**src/rtl/accel_spi_pkg.sv**
```systemverilog
// Shared constants for the accelerometer SPI responder: register map, reset values, FSM encoding.
// ACCEL_SPI_DATA_READY_INT_EN makes INT_ENABLE/INT_MAP writable.
package accel_spi_pkg;
  localparam logic [5:0] A_DEVID       = 6'h00;
  localparam logic [5:0] A_BW_RATE     = 6'h2C;
  localparam logic [5:0] A_POWER_CTL   = 6'h2D;
  localparam logic [5:0] A_INT_ENABLE  = 6'h2E;
  localparam logic [5:0] A_INT_MAP     = 6'h2F;
  localparam logic [5:0] A_INT_SOURCE  = 6'h30;
  localparam logic [5:0] A_DATA_FORMAT = 6'h31;
  localparam logic [5:0] A_DATAX0      = 6'h32;
  localparam logic [5:0] A_DATAX1      = 6'h33;
  localparam logic [5:0] A_DATAY0      = 6'h34;
  localparam logic [5:0] A_DATAY1      = 6'h35;
  localparam logic [5:0] A_DATAZ0      = 6'h36;
  localparam logic [5:0] A_DATAZ1      = 6'h37;
  localparam logic [5:0] A_FIFO_CTL    = 6'h38;

  localparam logic [7:0] BW_RATE_RST = 8'h0A;
  localparam logic [7:0] RW_RST      = 8'h00;

  localparam logic [63:0] WR_MASK_BASE = (64'd1 << A_BW_RATE) | (64'd1 << A_POWER_CTL)
                                       | (64'd1 << A_DATA_FORMAT) | (64'd1 << A_FIFO_CTL);
`ifdef ACCEL_SPI_DATA_READY_INT_EN
  localparam logic [63:0] WR_MASK = WR_MASK_BASE | (64'd1 << A_INT_ENABLE) | (64'd1 << A_INT_MAP);
`else
  localparam logic [63:0] WR_MASK = WR_MASK_BASE;
`endif

  typedef enum logic [1:0] {IDLE, CMD, RD, WR} state_t;

  function automatic logic is_data_addr(input logic [5:0] a);
    return (a >= A_DATAX0) && (a <= A_DATAZ1);
  endfunction
endpackage

```
**src/rtl/spi_pin_sync.sv**
```systemverilog
// Multi-stage synchronizer for one SPI pin with rise/fall strobes and a delayed level.
// lvl lags the strobes by one cycle, so it reads "before the edge" on a strobe cycle.
module spi_pin_sync #(
  parameter int   STAGES  = 2,
  parameter logic RST_VAL = 1'b1
) (
  input  logic clk,
  input  logic rst,
  input  logic din,
  output logic lvl,
  output logic rise,
  output logic fall
);
  logic [STAGES-1:0] sync;

  always_ff @(posedge clk) begin
    if (rst) begin
      sync <= {STAGES{RST_VAL}};
      lvl  <= RST_VAL;
    end else begin
      sync <= {sync[STAGES-2:0], din};
      lvl  <= sync[STAGES-1];
    end
  end

  assign rise = sync[STAGES-1] & ~lvl;
  assign fall = ~sync[STAGES-1] & lvl;
endmodule

```
**src/rtl/accel_spi_responder.sv**
```systemverilog
// SPI mode-3 target emulating the accelerometer register map, fed by a parallel sample port.
// ACCEL_SPI_DATA_READY_INT_EN enables the int1 data-ready interrupt path.
module accel_spi_responder
  import accel_spi_pkg::*;
#(
  parameter logic [7:0] DEVID       = 8'hE5,
  parameter int         SYNC_STAGES = 2
) (
  input  logic        clk,
  input  logic        rst,
  input  logic        sample_valid,
  input  logic [15:0] sample_x,
  input  logic [15:0] sample_y,
  input  logic [15:0] sample_z,
  input  logic        spi_csn,
  input  logic        spi_sclk,
  input  logic        spi_sdi,
  output logic        spi_sdo,
  output logic        spi_sdo_oe,
  output logic        int1,
  output logic        busy,
  output logic [7:0]  reg_power_ctl
);
  logic csn_lvl, csn_rise, csn_fall, sclk_rise, sclk_fall, sdi_lvl;
  logic unused_sclk_lvl, unused_sdi_rise, unused_sdi_fall;

  spi_pin_sync #(.STAGES(SYNC_STAGES), .RST_VAL(1'b1)) u_csn (
    .clk(clk), .rst(rst), .din(spi_csn), .lvl(csn_lvl), .rise(csn_rise), .fall(csn_fall));
  spi_pin_sync #(.STAGES(SYNC_STAGES), .RST_VAL(1'b1)) u_sclk (
    .clk(clk), .rst(rst), .din(spi_sclk), .lvl(unused_sclk_lvl), .rise(sclk_rise), .fall(sclk_fall));
  spi_pin_sync #(.STAGES(SYNC_STAGES), .RST_VAL(1'b0)) u_sdi (
    .clk(clk), .rst(rst), .din(spi_sdi), .lvl(sdi_lvl), .rise(unused_sdi_rise), .fall(unused_sdi_fall));

  assign busy = ~csn_lvl;

  state_t      state, state_nxt;
  logic [2:0]  bit_cnt;
  logic [7:0]  shift, tx, rdata, rx_byte;
  logic [5:0]  addr;
  logic        mb, byte_done, wr_en;
  logic [7:0]  bw_rate, power_ctl, int_enable, int_map, data_format, fifo_ctl;
  logic [15:0] dx, dy, dz, px, py, pz, lx, ly, lz;
  logic        pend, data_ready, rd_hit, load_now;

  assign rx_byte       = {shift[6:0], sdi_lvl};
  assign byte_done     = sclk_rise && (bit_cnt == 3'd7);
  assign wr_en         = (state == WR) && byte_done && !csn_rise && WR_MASK[addr];
  assign reg_power_ctl = power_ctl;

  always_ff @(posedge clk) begin
    if (rst) state <= IDLE;
    else     state <= state_nxt;
  end

  always_comb begin
    state_nxt = state;
    case (state)
      IDLE:    if (csn_fall) state_nxt = CMD;
      CMD:     if (byte_done) state_nxt = rx_byte[7] ? RD : WR;
      default: ;
    endcase
    if (csn_rise) state_nxt = IDLE;
  end

  // A fresh sample on the CSN-rise cycle beats whatever is pending.
  always_comb begin
    load_now = 1'b0;
    lx = sample_x;
    ly = sample_y;
    lz = sample_z;
    if (sample_valid && (csn_rise || !busy)) begin
      load_now = 1'b1;
    end else if (csn_rise && pend) begin
      load_now = 1'b1;
      lx = px;
      ly = py;
      lz = pz;
    end
  end

  always_comb begin
    rdata = 8'h00;
    case (addr)
      A_DEVID:       rdata = DEVID;
      A_BW_RATE:     rdata = bw_rate;
      A_POWER_CTL:   rdata = power_ctl;
      A_INT_ENABLE:  rdata = int_enable;
      A_INT_MAP:     rdata = int_map;
      A_INT_SOURCE:  rdata = {data_ready, 7'd0};
      A_DATA_FORMAT: rdata = data_format;
      A_DATAX0:      rdata = dx[7:0];
      A_DATAX1:      rdata = dx[15:8];
      A_DATAY0:      rdata = dy[7:0];
      A_DATAY1:      rdata = dy[15:8];
      A_DATAZ0:      rdata = dz[7:0];
      A_DATAZ1:      rdata = dz[15:8];
      A_FIFO_CTL:    rdata = fifo_ctl;
      default:       ;
    endcase
  end

  always_ff @(posedge clk) begin
    if (rst) begin
      bit_cnt <= '0; shift <= '0; tx <= '0; addr <= '0; mb <= 1'b0;
      spi_sdo <= 1'b0; spi_sdo_oe <= 1'b0; rd_hit <= 1'b0;
    end else if (csn_rise || csn_fall) begin
      bit_cnt    <= '0;
      spi_sdo    <= 1'b0;
      spi_sdo_oe <= 1'b0;
      rd_hit     <= 1'b0;
    end else if (state != IDLE) begin
      if (sclk_rise) begin
        bit_cnt <= bit_cnt + 3'd1;
        shift   <= rx_byte;
        if (byte_done) begin
          if (state == CMD) begin
            addr <= rx_byte[5:0];
            mb   <= rx_byte[6];
          end else if (mb) begin
            addr <= addr + 6'd1;
          end
        end
      end
      // Byte boundary: the first falling edge of each data byte fetches the register.
      if (sclk_fall && state == RD) begin
        spi_sdo_oe <= 1'b1;
        if (bit_cnt == 3'd0) begin
          spi_sdo <= rdata[7];
          tx      <= {rdata[6:0], 1'b0};
          if (is_data_addr(addr)) rd_hit <= 1'b1;
        end else begin
          spi_sdo <= tx[7];
          tx      <= {tx[6:0], 1'b0};
        end
      end
    end
  end

  always_ff @(posedge clk) begin
    if (rst) begin
      bw_rate <= BW_RATE_RST; power_ctl <= RW_RST; int_enable <= RW_RST;
      int_map <= RW_RST; data_format <= RW_RST; fifo_ctl <= RW_RST;
    end else if (wr_en) begin
      case (addr)
        A_BW_RATE:     bw_rate     <= rx_byte;
        A_POWER_CTL:   power_ctl   <= rx_byte;
        A_INT_ENABLE:  int_enable  <= rx_byte;
        A_INT_MAP:     int_map     <= rx_byte;
        A_DATA_FORMAT: data_format <= rx_byte;
        A_FIFO_CTL:    fifo_ctl    <= rx_byte;
        default:       ;
      endcase
    end
  end

  always_ff @(posedge clk) begin
    if (rst) begin
      dx <= '0; dy <= '0; dz <= '0; px <= '0; py <= '0; pz <= '0;
      pend <= 1'b0; data_ready <= 1'b0;
    end else begin
      if (load_now) begin
        dx <= lx; dy <= ly; dz <= lz;
      end
      if (sample_valid && busy && !csn_rise) begin
        pend <= 1'b1;
        px <= sample_x; py <= sample_y; pz <= sample_z;
      end else if (csn_rise) begin
        pend <= 1'b0;
      end
      if (load_now)               data_ready <= 1'b1;
      else if (csn_rise && rd_hit) data_ready <= 1'b0;
    end
  end

  always_ff @(posedge clk) begin
    if (rst) int1 <= 1'b0;
`ifdef ACCEL_SPI_DATA_READY_INT_EN
    else     int1 <= data_ready & int_enable[7] & ~int_map[7];
`else
    else     int1 <= 1'b0;
`endif
  end
endmodule

```
**config.mk**
```make
export PLATFORM = sky130hd
export DESIGN_NAME = accel_spi_responder
export DESIGN_NICKNAME = d
export VERILOG_FILES = /design/src/rtl/accel_spi_pkg.sv /design/src/rtl/spi_pin_sync.sv /design/src/rtl/accel_spi_responder.sv
export SDC_FILE = /design/constraint.sdc
export NUM_CORES = 1
export LEC_CHECK = 0
export ABC_CLOCK_PERIOD_IN_PS = 4360
export BUFFER_PORTS_ARGS = -buffer_cell sky130_fd_sc_hd__clkbuf_2
export CORE_MARGIN = 4
export CORE_UTILIZATION = 65
export DETAILED_ROUTE_END_ITERATION = 16
export MAX_ROUTING_LAYER = met4
export PLACE_DENSITY_LB_ADDON = 0.25
export SYNTH_ARGS = -nofsm -noshare
export SYNTH_HDL_FRONTEND = slang
export SYNTH_HIERARCHICAL = 1
export SYNTH_SLANG_ARGS = --single-unit
```
**constraint.sdc**
```tcl
create_clock -name clk -period 4.36 [get_ports clk]
set_input_delay 0.436 -clock clk [delete_from_list [all_inputs] [get_ports clk]]
set_output_delay 0.436 -clock clk [all_outputs]
set_load 0.005 [all_outputs]
```
==> results by group, run 1 <==
Status
  • Outcome: complete, no violations

Power
  • Psw: 811 µW
  • Leakage Power: 0.00339 µW
  • Sw Ratio: 0.229
  • Internal power: 2740 µW
  • Gate power share: 0.048
  • Power density over the cells: 383 nW/µm²
  • Sequential fraction of design power: 0.498
  • Clock share of power: 0.454
  • VDD IR max: 0.359 mV

Clock network
  • Number of CTS-inserted buffers: 17
  • CTS root buf: clkbuf_16
  • Cts hold-fix bufs: 0
  • # H-tree levels: 4
  • CTS tree: yes
  • Post-cts sizing count: 0
  • Later-pin clock latency in the skew report: 0.44 ns
  • Bufs on Longest Clock Path: 2
  • # clock sinks: 185
  • Clock transition at the registers of the reported paths: 0.07 ns
  • Post-CTS setup buffer count: 0

Worst setup path
  • Kind of critical path: reg -> reg
  • Critical path arrival: 3.30 ns
  • CP Max Fanout: 28
  • Crit path launch type: flip-flop
  • Nature of the critical path endpoint: flip-flop
  • Critical path's largest stage delay: 0.89 ns
  • WP data required: 4.69 ns
  • Slowest-stage cell, CP: ha_1
  • Cell chain of the critical path: inv_1 -> ha_1 -> nand3_1 -> nor3_4 -> a221oi_1 -> and4b_1 -> a2111oi_2

Route
  • Post-route ant nets: 0
  • Vias per std cell: 6.42
  • Avg WL per Cell: 18.6 µm
  • Starting DRT DRC Count: 976
  • Vias: 7854
  • DRC Markers: 0
  • Total Wirelength: 22800 µm
  • 1st-pass router iterations: 6

Timing
  • RSZ-0062 raised after global routing: false
  • Final min period: 2.97 ns
  • Fmax: 337 MHz
  • Setup violators final: 0
  • Setup tns final: 0 ns
  • Final Slew Violations: 0
  • Clock Skews: 0.00974 ns
  • Final Cycle Share: 0.681
  • Hold Fails Final Rpt: 0
  • Tightest Pin Transition: 1.07 ns
  • Slew HR: 0.289

Global route
  • Total GRT Usage: 0.324
  • First-pass GRT wire length: 37300 µm
  • Initial antenna violation count: 0
  • Largest net degree at the start of global routing: 70
  • Vias in the first global route: 7132
  • GRT Residual Overflow: 0

Synthesis
  • Syn Std Cell Area: 8440 µm²
  • Yosys warnings: 6
  • Syn Inst Count: 1044
  • Syn Nets: 1106
  • Syn avg cell area: 8.08 µm²

Layout
  • Layout Cells excl Fill: 1224
  • Diodes inserted: 0
  • Ratio of cells with drive above 1 in the final layout: 0.118
  • Final Net Count: 1101
  • Filler cells: 1020
  • Final std cell area, no fill: 9280 µm²
  • P&R area growth vs syn: 9.92%

Floorplanning
  • DIE HEIGHT: 122 µm
  • Die width: 122 µm
  • Row cnt: 41
  • IO Count: 66
  • Starting Density: 0.666
  • Die area: 14900 µm²
  • Core Area: 12700 µm²

Placed design
  • RD Place Congestion: 0.990
  • DPL Wire Length: 14500 µm
  • Cells after DPL: 1192
  • PortBufs: 64
  • Placed Instance Area: 8660 µm²

Hold path
  • Tightest Hold Check Type: in -> reg

Run
  • Max-cap violations: 0
critical path, delay by kind of cell (launching register included):
family | cells | cell delay (ns)
simple gates | 3 | 0.96
fa+ha+maj | 1 | 0.89
compound gates | 2 | 0.48
flops | 1 | 0.38
buf+inv | 1 | 0.16
power by group through the flow:
stage	Clock (µW)	Combinational (µW)	Sequential (µW)
after global routing	1700	191	1770
after floorplan	0	113	1790
after CTS	1620	169	1770
after detailed placement	0	167	1800
final	1610	171	1770
after global placement	0	166	1800
flip-flops by register name, indices dropped and copies added (netlist names), 16 cells and up, named ones only:
signal  cells
dx         16
px         16
dz         16
py         16
dy         16
pz         16
cell usage in the layout (no fill, tap or decap), types with 9 or more instances in the layout:
cell type / n
mux2i_1: 22
a22o_1: 10
o21ai_0: 9
a31oi_1: 9
a211oi_1: 9
nand3_1: 106
dfxtp_1: 185
a311oi_1: 53
nor2_1: 87
a21oi_1: 89
nand2_1: 205
clkbuf_16: 17
and3_1: 11
buf_4: 14
nor2b_1: 9
clkbuf_2: 63
cell type report:
type	instances	area [µm²]	area share
clock buffer	20	457	0.0492
clock inverter	12	161	0.0174
inverter	8	30.0	0.00324
multi-input combinational	750	4290	0.462
sequential	185	3700	0.399
tap	172	215	0.0232
timing repair buffer	77	420	0.0453
worst paths after layout:
path              cells after the start           from       endpoint  slack (ns)
setup reg to reg                      7        addr[0]          tx[1]        1.39
hold reg to reg                       1  u_csn/sync[0]  u_csn/sync[1]        0.41
hold / removal                        2        spi_csn  u_csn/sync[0]        0.18
setup / recovery                      7        addr[0]          tx[1]        1.39
metrics by stage:
stage | util | worst slack [ns] | total power (µW) | hold slack [ns]
global route | 0.732 | 1.13 | 3660 | 0.176
finish | 0.732 | 1.39 | 3550 | 0.182
CTS | 0.732 | 1.43 | 3550 | 0.174
floorplan | - | 2.33 | 1900 | 0.383
detailed placement | 0.683 | 1.47 | 1970 | 0.393
global placement | 0.683 | 1.57 | 1970 | 0.390
layer usage:
metal	vias to the layer above	GRT usage	share of wire
met2	380	0.480	0.45
met1	3686	0.443	0.43
li1	3724	-	-
met4	0	0.121	0.034
met3	64	0.0617	0.081
met5	-	-	0
Note: power is estimated with default switching activity, not from simulation.
==> run 2: changes to the inputs <==
ABC_CLOCK_PERIOD_IN_PS = 2800   (was 4360)
CORE_UTILIZATION = 60   (was 65)
clock period = 2.8 ns   (was 4.36 ns; I/O delays follow)
==> results by group, run 2 (synthesized netlist as in run 1, its figures left out) <==
Worst setup path
  • WP data required: 3.10 ns (-1.59 ns)
  • Worst R2R Setup Slack: 0.36 ns (-1.03 ns)
  • Kind of critical path: reg -> reg
  • FF-to-FF path depth: 8 (+1)
  • RR Endpoint: tx[2]
  • Nature of the critical path endpoint: flip-flop
  • Crit path launch type: flip-flop
  • Critical path arrival: 2.74 ns (-0.56 ns)
  • CP Max Fanout: 10 (-64%)
  • Worst R2R Start: addr[1]

Placed design
  • RD Place Congestion: 1.02 (+3.6%)
  • PortBufs: 64 (unchanged)
  • Placed Instance Area: 8850 µm² (+2.2%)
  • Cells after DPL: 1216 (+2.0%)
  • DPL Wire Length: 16300 µm (+12%)
  • Setup WS pre-CTS: 0.462 ns (-1.00 ns)

Clock network
  • CTS tree: yes
  • Post-cts sizing count: 0 (unchanged)
  • Number of CTS-inserted buffers: 17 (unchanged)
  • Clock transition at the registers of the reported paths: 0.07 ns (about the same)
  • Bufs on Longest Clock Path: 2 (unchanged)
  • Later-pin clock latency in the skew report: 0.43 ns (about the same)
  • Cts hold-fix bufs: 0 (unchanged)
  • # clock sinks: 185 (unchanged)
  • # H-tree levels: 4 (unchanged)
  • Post-CTS setup buffer count: 0 (unchanged)
  • CTS root buf: clkbuf_16

Layout
  • Most frequent cells in the layout: nand2_1, dfxtp_1, nand3_1, a21oi_1, nor2_1
  • P&R area growth vs syn: 12.2%
  • Final Net Count: 1117 (+1.5%)
  • Filler cells: 1160 (+14%)
  • Ratio of cells with drive above 1 in the final layout: 0.132 (+0.0142)
  • Diodes inserted: 0 (unchanged)
  • Final std cell area, no fill: 9470 µm² (+2.1%)
  • Layout Cells excl Fill: 1248 (+2.0%)
  • Most common cell after layout, fill and taps aside: nand2_1

Global route
  • Vias in the first global route: 7202 (+0.98%)
  • First-pass GRT wire length: 38700 µm (+3.7%)
  • GRT Residual Overflow: 0 (unchanged)
  • Largest net degree at the start of global routing: 117 (+67%)
  • Total GRT Usage: 0.311 (-0.0127)
  • Initial antenna violation count: 0 (unchanged)

Timing
  • Hold Fails Final Rpt: 0 (unchanged)
  • Slew HR: 0.552 (+0.263)
  • Final min period: 2.44 ns (-0.526 ns)
  • Setup tns final: 0 ns (unchanged)
  • RSZ-0062 raised after global routing: false
  • Clock Skews: 0.0107 ns (+0.000947 ns)
  • Final Cycle Share: 0.873 (+0.192)
  • Fmax: 409 MHz (+21%)
  • Tightest Pin Transition: 0.671 ns (-0.394 ns)
  • Final WS setup: 0.355 ns (-1.03 ns)
  • Setup violators final: 0 (unchanged)
  • Final Slew Violations: 0 (unchanged)

Floorplanning
  • DIE HEIGHT: 127 µm (+3.8%)
  • Die area: 16000 µm² (+7.8%)
  • Die width: 127 µm (+3.8%)
  • Row cnt: 43 (+4.9%)
  • Starting Density: 0.610 (-0.0557)
  • Core Area: 13800 µm² (+9.1%)
  • IO Count: 66 (unchanged)

Hold path
  • Hold Path Sink: u_csn/sync[0]
  • Hold_sp: spi_csn
  • Tightest Hold Check Type: in -> reg
  • Hold depth: 2 (unchanged)

Power
  • Total power: 5520 µW (+56%)
  • Power density over the cells: 584 nW/µm² (+53%)
  • Leakage Power: 0.00350 µW (+3.1%)
  • VDD IR max: 0.442 mV (+23%)

Route
  • Post-route ant nets: 0 (unchanged)
  • Total Wirelength: 24500 µm (+7.2%)
  • DRC Markers: 0 (unchanged)
  • Vias: 7889 (+0.45%)
  • Avg WL per Cell: 19.6 µm (+5.1%)
  • Starting DRT DRC Count: 823 (-16%)
  • Vias per std cell: 6.32 (-1.5%)
  • 1st-pass router iterations: 5 (-1)

Status
  • Outcome: complete, no violations

Run
  • Max-cap violations: 0 (unchanged)
==> run 2: worst max path at each step <==
stage / from / to / slack, ns
4_1_cts: addr[1] / tx[2] / 0.42
6_report: addr[1] / tx[2] / 0.36
3_3_place_gp: addr[1] / tx[2] / 0.50
2_1_floorplan: addr[0] / tx[3] / 0.77
5_1_grt: addr[0] / tx[5] / 0.24
3_5_place_dp: addr[0] / tx[3] / 0.46
==> run 2: cell type report <==
cell class	instances	area (µm²)	area share
clock buffer	18	439	0.0464
clock inverter	14	176	0.0186
inverter	8	30.0	0.00317
multi-input combinational	750	4290	0.453
sequential	185	3700	0.391
tap	180	225	0.0238
timing repair buffer	93	603	0.0637
==> run 2: where the power goes <==
| group | internal [µW] | total [µW] | switching, µW |
|---|---|---|---|
| sequential | 2700 | 2760 | 60.7 |
| combinational | 103 | 271 | 168 |
| clock | 1380 | 2490 | 1120 |
==> run 2: through the flow <==
step	hold WS (ns)	util
4_1_cts	0.0168	0.685
2_1_floorplan	0.352	-
6_report	0.0279	0.685
5_1_grt	0.0374	0.685
3_5_place_dp	0.396	0.640
3_3_place_gp	0.396	0.640
==> run 2: per-layer routing <==
metal / up-vias / share of wire / track usage
met2: 309 / 0.46 / 0.462
met5: - / 0 / -
met3: 48 / 0.069 / 0.0577
met4: 0 / 0.026 / 0.111
met1: 3780 / 0.45 / 0.428
li1: 3752 / - / -
==> run 2: critical path, cell delays in order (launching register included) <==
cell       delay (ns)
dfxtp_1          0.51
inv_1            0.13
ha_1             0.31
buf_4            0.22
a22oi_1          0.22
o2bb2ai_1        0.10
a2111oi_0        0.52
a41o_1           0.25
a311oi_1         0.05
